File: config.mk
export PLATFORM = sky130hd
export DESIGN_NAME = sram_apb_master
export DESIGN_NICKNAME = d
export VERILOG_FILES = /design/src/rtl/sram_apb_pkg.sv /design/src/rtl/sram_apb_master.sv
export SDC_FILE = /design/constraint.sdc
export NUM_CORES = 1
export LEC_CHECK = 0
export BUFFER_PORTS_ARGS = -buffer_cell sky130_fd_sc_hd__clkbuf_2
export CORE_MARGIN = 5
export CORE_UTILIZATION = 50
export CTS_BUF_LIST = sky130_fd_sc_hd__clkbuf_8
export DETAILED_ROUTE_END_ITERATION = 10
export GPL_ROUTABILITY_DRIVEN = 0
export PLACE_DENSITY = 0.87
export REMOVE_ABC_BUFFERS = 1
export SLEW_MARGIN = 20
export SYNTH_ARGS = -nofsm -noshare
export SYNTH_HDL_FRONTEND = slang
export SYNTH_SLANG_ARGS = --single-unit
File: constraint.sdc
create_clock -name PCLK -period 5.55 [get_ports PCLK]
set_clock_uncertainty 0.2 [all_clocks]
set_input_delay 0.555 -clock PCLK [delete_from_list [all_inputs] [get_ports PCLK]]
set_output_delay 0.555 -clock PCLK [all_outputs]
set_load 0.02 [all_outputs]
File: src/rtl/sram_apb_pkg.sv
// Shared APB/SRAM definitions used by the APB master and the APB SRAM config slave.
//   apb_mst_state_t : APB master FSM state encoding
//   ApbAddrShift    : byte-address shift that turns an SRAM word address into PADDR
package sram_apb_pkg;

  typedef enum logic [1:0] {
    StIdle   = 2'd0,
    StSetup  = 2'd1,
    StAccess = 2'd2,
    StResp   = 2'd3
  } apb_mst_state_t;

  localparam int unsigned ApbAddrShift = 2;

endpackage

File: src/rtl/sram_apb_master.sv
// Bridges a simple valid/ready SRAM command/response interface onto an APB master port.
// Ports:
//   PCLK, PRESETn                      : clock, asynchronous active-low reset
//   cmd_valid/cmd_ready                : command handshake (ready only while idle)
//   cmd_write, cmd_addr, cmd_wdata     : command payload (word address, DW-bit data)
//   rsp_valid/rsp_ready                : response handshake
//   rsp_rdata, rsp_err                 : read data (0 for writes/errors), slave error or timeout
//   PSEL, PENABLE, PWRITE, PADDR, PWDATA, PRDATA, PREADY, PSLVERR : APB master signals
module sram_apb_master
  import sram_apb_pkg::*;
#(
  parameter int unsigned AW      = 16,
  parameter int unsigned DW      = 23,
  parameter int unsigned TIMEOUT = 64
) (
  input  logic          PCLK,
  input  logic          PRESETn,
  input  logic          cmd_valid,
  output logic          cmd_ready,
  input  logic          cmd_write,
  input  logic [AW-1:0] cmd_addr,
  input  logic [DW-1:0] cmd_wdata,
  output logic          rsp_valid,
  input  logic          rsp_ready,
  output logic [DW-1:0] rsp_rdata,
  output logic          rsp_err,
  output logic          PSEL,
  output logic          PENABLE,
  output logic          PWRITE,
  output logic [31:0]   PADDR,
  output logic [31:0]   PWDATA,
  input  logic [31:0]   PRDATA,
  input  logic          PREADY,
  input  logic          PSLVERR
);

  localparam int unsigned CntW = $clog2(TIMEOUT + 1);

  apb_mst_state_t state_q, state_d;
  logic [CntW-1:0] wait_cnt_q, wait_cnt_d;
  logic            psel_q, psel_d;
  logic            penable_q, penable_d;
  logic            pwrite_q, pwrite_d;
  logic [31:0]     paddr_q, paddr_d;
  logic [31:0]     pwdata_q, pwdata_d;
  logic            rsp_valid_q, rsp_valid_d;
  logic [DW-1:0]   rsp_rdata_q, rsp_rdata_d;
  logic            rsp_err_q, rsp_err_d;

  // Only PRDATA[DW-1:0] carries SRAM data; the upper bits are ignored.
  logic unused_prdata;
  assign unused_prdata = ^PRDATA;

  always_comb begin
    state_d     = state_q;
    wait_cnt_d  = wait_cnt_q;
    psel_d      = psel_q;
    penable_d   = penable_q;
    pwrite_d    = pwrite_q;
    paddr_d     = paddr_q;
    pwdata_d    = pwdata_q;
    rsp_valid_d = rsp_valid_q;
    rsp_rdata_d = rsp_rdata_q;
    rsp_err_d   = rsp_err_q;

    unique case (state_q)
      StIdle: begin
        if (cmd_valid) begin
          state_d    = StSetup;
          wait_cnt_d = '0;
          psel_d     = 1'b1;
          penable_d  = 1'b0;
          pwrite_d   = cmd_write;
          paddr_d    = 32'(cmd_addr) << ApbAddrShift;
          pwdata_d   = 32'(cmd_wdata);
        end
      end
      StSetup: begin
        state_d   = StAccess;
        penable_d = 1'b1;
      end
      StAccess: begin
        if (PREADY) begin
          state_d     = StResp;
          psel_d      = 1'b0;
          penable_d   = 1'b0;
          rsp_valid_d = 1'b1;
          rsp_err_d   = PSLVERR;
          // Writes and slave errors return zero data.
          rsp_rdata_d = (!pwrite_q && !PSLVERR) ? PRDATA[DW-1:0] : '0;
        end else if (wait_cnt_q == CntW'(TIMEOUT - 1)) begin
          state_d     = StResp;
          psel_d      = 1'b0;
          penable_d   = 1'b0;
          rsp_valid_d = 1'b1;
          rsp_err_d   = 1'b1;
          rsp_rdata_d = '0;
        end else begin
          wait_cnt_d = wait_cnt_q + CntW'(1);
        end
      end
      StResp: begin
        if (rsp_ready) begin
          state_d     = StIdle;
          rsp_valid_d = 1'b0;
        end
      end
      default: state_d = StIdle;
    endcase
  end

  always_ff @(posedge PCLK or negedge PRESETn) begin
    if (!PRESETn) begin
      state_q     <= StIdle;
      wait_cnt_q  <= '0;
      psel_q      <= 1'b0;
      penable_q   <= 1'b0;
      pwrite_q    <= 1'b0;
      paddr_q     <= '0;
      pwdata_q    <= '0;
      rsp_valid_q <= 1'b0;
      rsp_rdata_q <= '0;
      rsp_err_q   <= 1'b0;
    end else begin
      state_q     <= state_d;
      wait_cnt_q  <= wait_cnt_d;
      psel_q      <= psel_d;
      penable_q   <= penable_d;
      pwrite_q    <= pwrite_d;
      paddr_q     <= paddr_d;
      pwdata_q    <= pwdata_d;
      rsp_valid_q <= rsp_valid_d;
      rsp_rdata_q <= rsp_rdata_d;
      rsp_err_q   <= rsp_err_d;
    end
  end

  assign cmd_ready = (state_q == StIdle);
  assign PSEL      = psel_q;
  assign PENABLE   = penable_q;
  assign PWRITE    = pwrite_q;
  assign PADDR     = paddr_q;
  assign PWDATA    = pwdata_q;
  assign rsp_valid = rsp_valid_q;
  assign rsp_rdata = rsp_rdata_q;
  assign rsp_err   = rsp_err_q;

endmodule
==> impl_metrics.yaml <==
run_status:
  status: "finished, final reports clean"
cells_and_area:
  instances_no_fill: 461
  drive_above_1_share_pct: 52.6
  diodes: 0
  area_growth_pct: 26.0
  stdcell_area_mm2: 0.00414
  nets: 464
  fill_cells: 520
timing:
  slew_viol_final: 0
  relSlewSlack_pct: 39.5
  worstMarginPinSlew_ns: 0.908
  rsz0062_at_grt: "no"
  period_minus_slack_ns: 2.34
  fmax_mhz: 428
  setup-violations-final: 0
  final-hold-violation-count: 0
  setup_tns_ns: 0
  finalCritPeriodShare_pct: 42.1
route:
  drt-total-wl_mm: 7.17
  viasPerCell: 5.05
  dr.first_iter.drc_count: 58
  firstDrtPassIters: 4
  ant_nets: 0
  route.detailed.drc: 0
  wl_per_cell_um: 15.5
  vias: 2330
power_and_ir_drop:
  ir_drop_v: 0.000375
  p_per_area_mw_per_mm2: 612
  p_leak_uw: 0.00215
critical_path:
  slowest_delay_ns: 0.58
  critPathRequiredTime_ns: 5.60
  cp-start-kind: "flip-flop"
  cp_top_family: "simple AND/OR/NAND/NOR gates"
  end_kind: "flip-flop"
  arrival_ns: 2.38
  crit_path_cell_trace: "inv_1 > ha_1 > inv_1 > or4_4 > a22oi_2"
  worst-path-buf-inv: 2
  worst-path-max-fanout: 16
  cp_common_cell: "inv_1"
  crit_type: "reg2reg"
  cp_slowest_cell: "or4_4"
clock_network:
  cts_buffer_depth: 2
  hold_buffers: 0
  tritoncts: "built"
  path_clk_slew_ns: 0.08
  cts_setup_buffers: 0
  numCtsBuffers: 9
  h-tree-depth: 3
  cts_root_buffer: "clkbuf_8"
  clkLatencyLatePin_ns: 0.33
  cts_resized: 0
  cts_sinks: 76
yosys:
  ys_types: 35
  syn_area_mm2: 0.00328
  synth_ff_type: "dfrtp_1"
  yosys.area.top_type_share_pct: 57.9
  ys_top_cells_by_area: "dfrtp_1, mux2_2, a22o_1, buf_4, ha_1"
  ys_ff_latch: 76
  yosys_warnings: 0
  synth_top_area_cell: "dfrtp_1"
  synth_edf_count: 0
  synthCells: 242
  avgSynthCellArea_um2: 13.6
  async_flop_share_pct: 100
  seq_area_frac_synth_pct: 57.9
global_route:
  grt_pass1_vias: 2449
  grt-ovfl-total: 0
  antenna_found_initial: 0
  grt_usage_pct: 17.1
  grt_first_pass_wirelength_mm: 11.7
  grt_max_degree: 77
die:
  io_pins: 171
  rows: 29
  die_height_um: 91.1
  die_area_mm2: 0.00829
  core_area_mm2: 0.00639
  fp.dieW_um: 91.1
  initial_utilization_pct: 51.4
placed_design:
  dp_hpwl_mm: 5.47
  placedCellCount: 445
  dpl_cell_area_mm2: 0.00391
  port_buffers: 136
min_path:
  hp-class: "in2async"
flow_run:
  max_cap_violations: 0
[worst register-to-register path: cells and delay by family, from the launching register on]
| family | cells | cell delay, ns |
|---|---|---|
| AO/OA/AOI/OAI | 1 | 0.18 |
| adder cells (fa/ha/maj) | 1 | 0.51 |
| buffers and inverters | 2 | 0.35 |
| flip-flops | 1 | 0.43 |
| AND/OR/NAND/NOR | 1 | 0.58 |
[logic make-up after synthesis]
kind of cell	synth area share [%]
buffers and inverters	8.65
multiplexers	14.4
flip-flops	57.9
AND/OR/NAND/NOR	4.15
AO/OA/AOI/OAI	12.1
adder cells (fa/ha/maj)	2.67
other	0.114
[cells in the mapped netlist (2+ instances only)]
| library cell | n |
|---|---|
| mux2_2 | 42 |
| a211oi_1 | 2 |
| dfrtp_1 | 76 |
| buf_6 | 2 |
| inv_1 | 9 |
| ha_1 | 7 |
| a21boi_0 | 2 |
| o21ai_0 | 3 |
| a31oi_1 | 5 |
| o311ai_0 | 3 |
| a22o_1 | 23 |
| or3_1 | 3 |
| nand2_1 | 9 |
| clkbuf_1 | 6 |
| buf_4 | 25 |
| nand3_1 | 4 |
| o211ai_1 | 3 |
[per-stage QoR]
stage	hold WS, ns	setup WS [ns]	power, µW	util, %
2_1_floorplan	0.0594	3.12	1690	-
3_3_place_gp	0.286	3.28	2040	61.3
3_5_place_dp	0.290	3.25	2100	61.3
4_1_cts	0.179	3.23	2570	64.8
5_1_grt	0.218	3.12	2690	64.8
6_report	0.134	3.21	2530	64.8
[cell type report]
class | count | area (µm²) | area share (%)
inverter | 9 | 33.8 | 0.816
tap | 77 | 96.3 | 2.33
clock inverter | 6 | 87.6 | 2.12
sequential | 76 | 1900 | 45.9
clock buffer | 10 | 138 | 3.33
timing repair buffer | 137 | 691 | 16.7
multi-input combinational | 146 | 1190 | 28.8
[path summary, 6_finish.rpt]
check / endpoint / from / slack (ns) / depth (start not counted)
worst max-delay path: wait_cnt_q[3] / state_q[0] / 3.21 / 5
worst min-delay path: state_q[0] / PRESETn / 0.13 / 1
worst max register to register: wait_cnt_q[3] / state_q[0] / 3.21 / 5
worst min register to register: PADDR[3] / PADDR[3] / 0.31 / 1
max in group asynchronous: PADDR[17] / PRESETn / 4.42 / 1
min in group PCLK: rsp_rdata[3] / PRDATA[3] / 0.23 / 2
[sequential cells by signal, summed over array words and instances, names as in the netlist]
name	flops
rsp_err	1
rsp_valid	1
PENABLE	1
state_q	2
rsp_rdata	23
PWDATA	23
PADDR	16
PWRITE	1
PSEL	1
wait_cnt_q	7
[routing by layer]
| metal | up-vias | global-route usage, % | share of wire [%] |
|---|---|---|---|
| li1 | 1097 | - | - |
| met1 | 1121 | 19.7 | 38 |
| met2 | 100 | 29.6 | 52 |
| met3 | 12 | 4.96 | 8.6 |
| met4 | 0 | 7.09 | 1.6 |
| met5 | - | 0 | 0 |
[placed cells by master (no fill, tap or decap), drive strengths merged]
master    instances
a211oi            2
a21boi            2
a21oi             1
a22o             23
a22oi             1
a31o              1
a31oi             5
and2b             1
and4b             1
buf               2
bufinv            2
clkbuf          145
clkinvlp          2
conb             25
dfrtp            76
ha                7
inv              11
mux2             42
nand2            10
nand2b            1
nand3             4
nand3b            1
nand4             1
nor2              1
o211ai            3
o21ai             3
o311ai            3
o31a              1
o31ai             1
o32a              1
o41ai             1
or3               3
or4               1
[power breakdown]
| group | internal, µW | switching [µW] | total, µW | leakage (µW) |
|---|---|---|---|---|
| clock | 266 | 201 | 467 | 0.000110 |
| sequential | 813 | 151 | 964 | 0.000947 |
| combinational | 449 | 653 | 1100 | 0.00109 |
| total | 1530 | 1010 | 2530 | 0.00215 |
(Power assumes the default switching activity.)
